<file path="src/rtl/rob_multi_retire.sv">
// Parametrised reorder buffer: allocates at tail, accepts NUM_CMP writebacks and retires up to
// RETIRE_W completed entries per cycle in program order from head; flush empties the buffer.
module rob_multi_retire #(
    parameter int DEPTH    = 16,
    parameter int NUM_CMP  = 3,
    parameter int RETIRE_W = 2,
    parameter int PREG_W   = 7,
    parameter int DATA_W   = 32,
    localparam int IDX_W   = $clog2(DEPTH)
) (
    input  logic                         clk,
    input  logic                         reset,
    input  logic                         alloc_valid,
    output logic                         alloc_ready,
    output logic [IDX_W-1:0]             alloc_rob_idx,
    input  logic [PREG_W-1:0]            alloc_preg_dst,
    input  logic [PREG_W-1:0]            alloc_old_preg,
    input  logic                         alloc_reg_write,
    input  logic                         alloc_mem_write,
    input  logic                         alloc_mem_to_reg,
    input  logic [NUM_CMP-1:0]           cmp_valid,
    input  logic [NUM_CMP*IDX_W-1:0]     cmp_rob_idx,
    input  logic [NUM_CMP*DATA_W-1:0]    cmp_data,
    input  logic                         flush,
    output logic [RETIRE_W-1:0]          ret_valid,
    output logic [RETIRE_W*PREG_W-1:0]   ret_preg_dst,
    output logic [RETIRE_W*PREG_W-1:0]   ret_old_preg,
    output logic [RETIRE_W*DATA_W-1:0]   ret_data,
    output logic [RETIRE_W-1:0]          ret_reg_write,
    output logic [RETIRE_W-1:0]          ret_mem_write,
    output logic [RETIRE_W-1:0]          ret_mem_to_reg,
    output logic [IDX_W:0]               count,
    output logic                         empty
);

    // Number of set bits in the retire vector; RETIRE_W <= DEPTH so IDX_W+1 bits always suffice.
    function automatic logic [IDX_W:0] popcount_f(input logic [RETIRE_W-1:0] vec);
        logic [IDX_W:0] sum;
        sum = {(IDX_W+1){1'b0}};
        for (int i = 0; i < RETIRE_W; i++) begin
            sum = sum + {{IDX_W{1'b0}}, vec[i]};
        end
        return sum;
    endfunction

    logic [DEPTH-1:0]  valid_r;
    logic [DEPTH-1:0]  complete_r;
    logic [PREG_W-1:0] preg_dst_r   [DEPTH];
    logic [PREG_W-1:0] old_preg_r   [DEPTH];
    logic [DATA_W-1:0] data_r       [DEPTH];
    logic [DEPTH-1:0]  reg_write_r;
    logic [DEPTH-1:0]  mem_write_r;
    logic [DEPTH-1:0]  mem_to_reg_r;

    logic [IDX_W:0]    head_r;
    logic [IDX_W:0]    tail_r;
    logic [IDX_W:0]    count_r;

    logic              full_s;
    logic              alloc_fire_s;
    logic [IDX_W-1:0]  tail_idx_s;
    logic [NUM_CMP-1:0] cmp_hit_s;
    logic [IDX_W-1:0]  cmp_idx_s    [NUM_CMP];
    logic [RETIRE_W-1:0] ret_valid_s;
    logic [IDX_W-1:0]  ret_idx_s    [RETIRE_W];
    logic [IDX_W:0]    ret_cnt_s;
    logic              chain_s;

    // Full when pointers share an index but differ in the wrap bit.
    always_comb begin
        full_s       = ((head_r ^ tail_r) == {1'b1, {IDX_W{1'b0}}});
        tail_idx_s   = tail_r[IDX_W-1:0];
        alloc_fire_s = alloc_valid & ~full_s & ~flush;
    end

    // Writebacks only land on live entries, so stale results after a flush are dropped.
    always_comb begin
        for (int p = 0; p < NUM_CMP; p++) begin
            cmp_idx_s[p] = cmp_rob_idx[p*IDX_W +: IDX_W];
            cmp_hit_s[p] = cmp_valid[p] & valid_r[cmp_idx_s[p]] & ~flush;
        end
    end

    // In-order retire chain: a slot retires only if every older slot also retires.
    always_comb begin
        chain_s = ~flush;
        for (int k = 0; k < RETIRE_W; k++) begin
            ret_idx_s[k]   = head_r[IDX_W-1:0] + IDX_W'(k);
            ret_valid_s[k] = chain_s & valid_r[ret_idx_s[k]] & complete_r[ret_idx_s[k]];
            chain_s        = ret_valid_s[k];
        end
        ret_cnt_s = popcount_f(ret_valid_s);
    end

    // Retire slot payload, taken straight from the entries at head+k.
    always_comb begin
        ret_valid = ret_valid_s;
        for (int k = 0; k < RETIRE_W; k++) begin
            ret_preg_dst[k*PREG_W +: PREG_W] = preg_dst_r[ret_idx_s[k]];
            ret_old_preg[k*PREG_W +: PREG_W] = old_preg_r[ret_idx_s[k]];
            ret_data[k*DATA_W +: DATA_W]     = data_r[ret_idx_s[k]];
            ret_reg_write[k]                 = reg_write_r[ret_idx_s[k]];
            ret_mem_write[k]                 = mem_write_r[ret_idx_s[k]];
            ret_mem_to_reg[k]                = mem_to_reg_r[ret_idx_s[k]];
        end
    end

    // Status outputs derived from registered state only.
    always_comb begin
        alloc_ready   = ~full_s;
        alloc_rob_idx = tail_idx_s;
        count         = count_r;
        empty         = (count_r == {(IDX_W+1){1'b0}});
    end

    // Entry status bits and pointers; allocation is applied last so it overrides a writeback.
    always_ff @(posedge clk or posedge reset) begin
        if (reset) begin
            valid_r    <= {DEPTH{1'b0}};
            complete_r <= {DEPTH{1'b0}};
            head_r     <= {(IDX_W+1){1'b0}};
            tail_r     <= {(IDX_W+1){1'b0}};
            count_r    <= {(IDX_W+1){1'b0}};
        end else if (flush) begin
            valid_r    <= {DEPTH{1'b0}};
            complete_r <= {DEPTH{1'b0}};
            head_r     <= {(IDX_W+1){1'b0}};
            tail_r     <= {(IDX_W+1){1'b0}};
            count_r    <= {(IDX_W+1){1'b0}};
        end else begin
            for (int p = 0; p < NUM_CMP; p++) begin
                if (cmp_hit_s[p]) begin
                    complete_r[cmp_idx_s[p]] <= 1'b1;
                end
            end
            for (int k = 0; k < RETIRE_W; k++) begin
                if (ret_valid_s[k]) begin
                    valid_r[ret_idx_s[k]]    <= 1'b0;
                    complete_r[ret_idx_s[k]] <= 1'b0;
                end
            end
            if (alloc_fire_s) begin
                valid_r[tail_idx_s]    <= 1'b1;
                complete_r[tail_idx_s] <= 1'b0;
                tail_r                 <= tail_r + {{IDX_W{1'b0}}, 1'b1};
            end
            head_r  <= head_r + ret_cnt_s;
            count_r <= count_r + {{IDX_W{1'b0}}, alloc_fire_s} - ret_cnt_s;
        end
    end

    // Payload storage needs no reset; the ascending port loop lets the highest port win.
    always_ff @(posedge clk) begin
        for (int p = 0; p < NUM_CMP; p++) begin
            if (cmp_hit_s[p]) begin
                data_r[cmp_idx_s[p]] <= cmp_data[p*DATA_W +: DATA_W];
            end
        end
        if (alloc_fire_s) begin
            preg_dst_r[tail_idx_s]   <= alloc_preg_dst;
            old_preg_r[tail_idx_s]   <= alloc_old_preg;
            reg_write_r[tail_idx_s]  <= alloc_reg_write;
            mem_write_r[tail_idx_s]  <= alloc_mem_write;
            mem_to_reg_r[tail_idx_s] <= alloc_mem_to_reg;
        end
    end

endmodule

</file>
<file path="config.mk">
export PLATFORM = sky130hd
export DESIGN_NAME = rob_multi_retire
export DESIGN_NICKNAME = d
export VERILOG_FILES = /design/src/rtl/rob_multi_retire.sv
export SDC_FILE = /design/constraint.sdc
export NUM_CORES = 2
export LEC_CHECK = 0
export BUFFER_PORTS_ARGS = -buffer_cell sky130_fd_sc_hd__buf_4
export CAP_MARGIN = 20
export CORE_MARGIN = 1.5
export CORE_UTILIZATION = 55
export CTS_CLUSTER_DIAMETER = 80
export DETAILED_ROUTE_END_ITERATION = 10
export PLACE_DENSITY = 0.79
export SLEW_MARGIN = 25
export SYNTH_ARGS = -nofsm -noshare
export SYNTH_HDL_FRONTEND = slang
export SYNTH_SLANG_ARGS = --single-unit
</file>
<file path="constraint.sdc">
create_clock -name clk -period 5.88 [get_ports clk]
set_input_delay 0.588 -clock clk [delete_from_list [all_inputs] [get_ports clk]]
set_output_delay 0.588 -clock clk [all_outputs]
set_load 0.005 [all_outputs]
</file>
==> metrics.md <==
| Metric | Value |
|---|---|
| Area grow syn2layout | `10.8%` |
| Final period util | `89.8%` |
| Initial antenna violation count | `22` |
| P_leak | `19.6 nW` |
| CP max FO | `60` |
| IO Pins | `243` |
| R2R cell count | `15` |
| Routed vias/inst | `~7.3` |
| Synth Flop Type | `edfxtp_1` |
| Gate power share | `around 5.3%` |
| Yosys top cell area share | `47.2%` |
| Drt drc | `0` |
| Peak VDD IR | `0.244 mV` |
| WP data required | `roughly 5300 ps` |
| Mapped Cells | `3665` |
| Die area | `92500 sq um` |
| 1st-iter DRT viols | `about 6.4k` |
| Hold Buf Count CTS | `0` |
| Setup crit end kind | `primary output` |
| Drt wl/cell | `32.7 um` |
| Int Pwr | `10.2 mW` |
| Setup bufs post-CTS | `0` |
| NetSw | `2.95 mW` |
| Slowest cell delay on critical path | `~860 ps` |
| Share of cells above drive strength 1 | `approximately 28%` |
| Synth unique cells | `70` |
| Die Width | `304 um` |
| Seq pwr share | `49.7%` |
| Worst slew pin tran | `1120 ps` |
| Critical-path cell list | `buf_4 -> buf_4 -> buf_4 -> mux4_2 -> mux4_2 -> buf_4` |
| Global Route Usage Sum | `34.5%` |
| Congestion Overflow GR | `0` |
| Clock Power Share | `45.0%` |
| Origin of the critical flop-to-flop path | `head_r[0]` |
| Final WL | `160000 um` |
| Final Max Tran Viols | `0` |
| Gpl congestion | `just over 0.9` |
| Crit path from | `head_r[0]` |
| Fin Setup TNS | `0 ps` |
| Outcome | `complete, no violations` |
| Unrepaired setup endpoints after global routing | `false` |
| # fillers | `6462` |
| Sequential share of the synthesized area | `49.6%` |
| Final Hold Viols | `0` |
| CP max-delay cell | `buf_4` |
| Crit path top cell by count | `buf_4` |
| Slew HR | `24.5%` |
| Main area contributors after synthesis | `edfxtp_1, mux4_2, mux2i_1` |
| Post-synth EDFFs | `just under 800` |
| PwrDens | `~240 nW/um^2` |
| Register-to-register setup slack | `1070 ps` |
| Std-Cell Core Area | `89900 sq um` |
| Largest net degree at the start of global routing | `roughly 140` |
| CP Launch Type | `flip-flop` |
| PortBufs | `242` |
| Final ANT Viol Nets | `0` |
| Routed via count | `35.6k` |
| Worst hold path class | `input port to asynchronous set/reset pin` |
| Vias in the first global route | `~35k` |
| Clock Skew | `31.4 ps` |
| Post-Syn Area per Cell | `13.6 sq um` |
| First-pass GRT wire length | `about 230000 um` |
| MaxCap Viol Count | `0` |
| Sw Share | `22.5%` |
| Synthesized area | `49900 sq um` |
| Number of buffers created by CTS | `88` |
| F_max | `approximately 0.19 GHz` |
| Final net count | `3792` |
| H-tree depth | `3` |
| CP arrival | `4690 ps` |
| CP delay by family, top | `buffers and inverters` |
| PostCTS Resize Cnt | `0` |
| YS warnings | `0` |
| Clock slew at reported path FFs | `60 ps` |
| Asr flop ratio synth | `about 5.7%` |
| Max clock buf depth | `3` |
| Yosys reg bits | `~830` |
| Crit path capture | `ret_preg_dst[12]` |
| Leading area contributor after synthesis | `edfxtp_1` |
| Critical path class | `flip-flop to primary output` |
| Final setup violation count | `0` |
| DPL Wire Length | `between 80000 and 90000 um` |
| Chip Height | `304 um` |
| FF-to-FF End | `count[4]` |
| Clk_lat worst skew | `around 670 ps` |
| Clk root buf | `clkbuf_16` |
| First-pass DRT Iterations | `6` |
| CP bufs+invs | `4` |
| Initial Util | `55.5%` |
| # rows | `110` |
| Design Power | `13.1 mW` |
| Syn nets | `3817` |
| Critical path depth | `6` |
| Min Clock Period, post-route | `5280 ps` |
| Clk sink count | `831` |
| CTS tree | `built` |
[how the worst min path moves through the flow]
stage	from	endpoint	slack [ps]	depth (start not counted)
2_1_floorplan	valid_r[7]	valid_r[7]	510	1
3_3_place_gp	head_r[4]	head_r[4]	550	2
3_5_place_dp	head_r[4]	head_r[4]	560	2
4_1_cts	alloc_reg_write	reg_write_r[10]	190	1
5_1_grt	reset	tail_r[3]	140	2
6_report	reset	tail_r[3]	70	2
[stage by stage]
step	cells	utilization [%]	setup WS [ps]	hold WS, ps	cell area (sq um)
after CTS	4887	61.4	558	191	55200
after detailed placement	4725	58.1	1040	557	52200
after floorplan	3665	-	1030	514	49900
final	4897	61.5	601	72.6	55300
after global placement	4725	58.1	1060	547	52200
after global routing	4895	61.5	354	139	55300
[cell usage in the layout, fill, tap and decap left out, types with 7 or more instances in the layout]
cell type	count
edfxtp_1	784
mux2i_1	514
mux4_2	498
nor2_1	386
a21oi_1	361
buf_4	312
nand2_1	187
o21ai_0	169
clkbuf_16	89
dfrtp_1	44
nand3_1	23
clkbuf_1	18
inv_1	17
ha_1	17
clkinv_2	16
a31oi_1	15
nand4_1	14
clkinv_1	13
bufinv_16	12
nor2b_1	11
nand4b_1	11
nor2_2	11
and3_1	10
diode_2	9
and2_1	9
xor2_1	8
xnor2_1	8
nand3_4	8
a31o_2	7
[kinds of logic after synthesis]
kind of cell	Yosys count	share of synthesized area, %
mux	1015	33.0
flops	831	49.6
simple gates	729	6.41
compound gates	596	6.42
buf+inv	456	3.77
fa+ha+maj	20	0.532
xor+xnor	18	0.346
[layer usage]
layer	share of wire [%]	vias to the layer above	track usage [%]	wire length, um
li1	-	14300	-	-
met1	34	17700	45.2	54000
met2	47	2978	53.9	75300
met3	14	563	8.44	22500
met4	5.2	26	17.7	8330
met5	0.089	-	0	142
[final cells by class]
class	instances	area, sq um	share of cell area (%)
sequential	831	24700	44.7
multi-input combinational	2378	23500	42.5
timing repair buffer	319	2460	4.46
clock buffer	110	2340	4.23
tap	1176	1470	2.66
clock inverter	52	658	1.19
inverter	22	86.3	0.156
antenna	9	22.5	0.0407
[power groups by stage]
stage                     clock network (mW)  registers, mW  logic [mW]
after floorplan                            0           6.64       0.408
final                                   5.90           6.52       0.689
after CTS                               5.89           6.52       0.678
after detailed placement                   0           6.64       0.672
after global placement                     0           6.64       0.650
after global routing                    6.11           6.52       0.748
[registers in the layout (all words and copies together), names as in the netlist, 16 cells and up]
register	cells
valid_r	16
mem_to_reg_r	16
complete_r	16
preg_dst_r	112
data_r	512
old_preg_r	112
mem_write_r	16
reg_write_r	16
[cell usage after synthesis (all sizes together), types with 4 or more instances]
library cell / n
nand3: 31
buf: 179
and4: 8
o22ai: 5
nor2b: 11
xnor2: 10
inv: 22
and4b: 6
a31o: 9
mux2i: 514
o2111a: 4
or2: 4
nand3b: 4
o21ai: 170
nand4b: 11
nor4b: 4
mux4: 501
nand2: 191
and2: 10
edfxtp: 784
nor2: 397
o21a: 4
nand4: 14
xor2: 8
and3: 11
a31oi: 15
a21oi: 361
ha: 18
clkbuf: 255
dfrtp: 47
nor3: 13
Note: power is estimated with default switching activity, not from simulation.
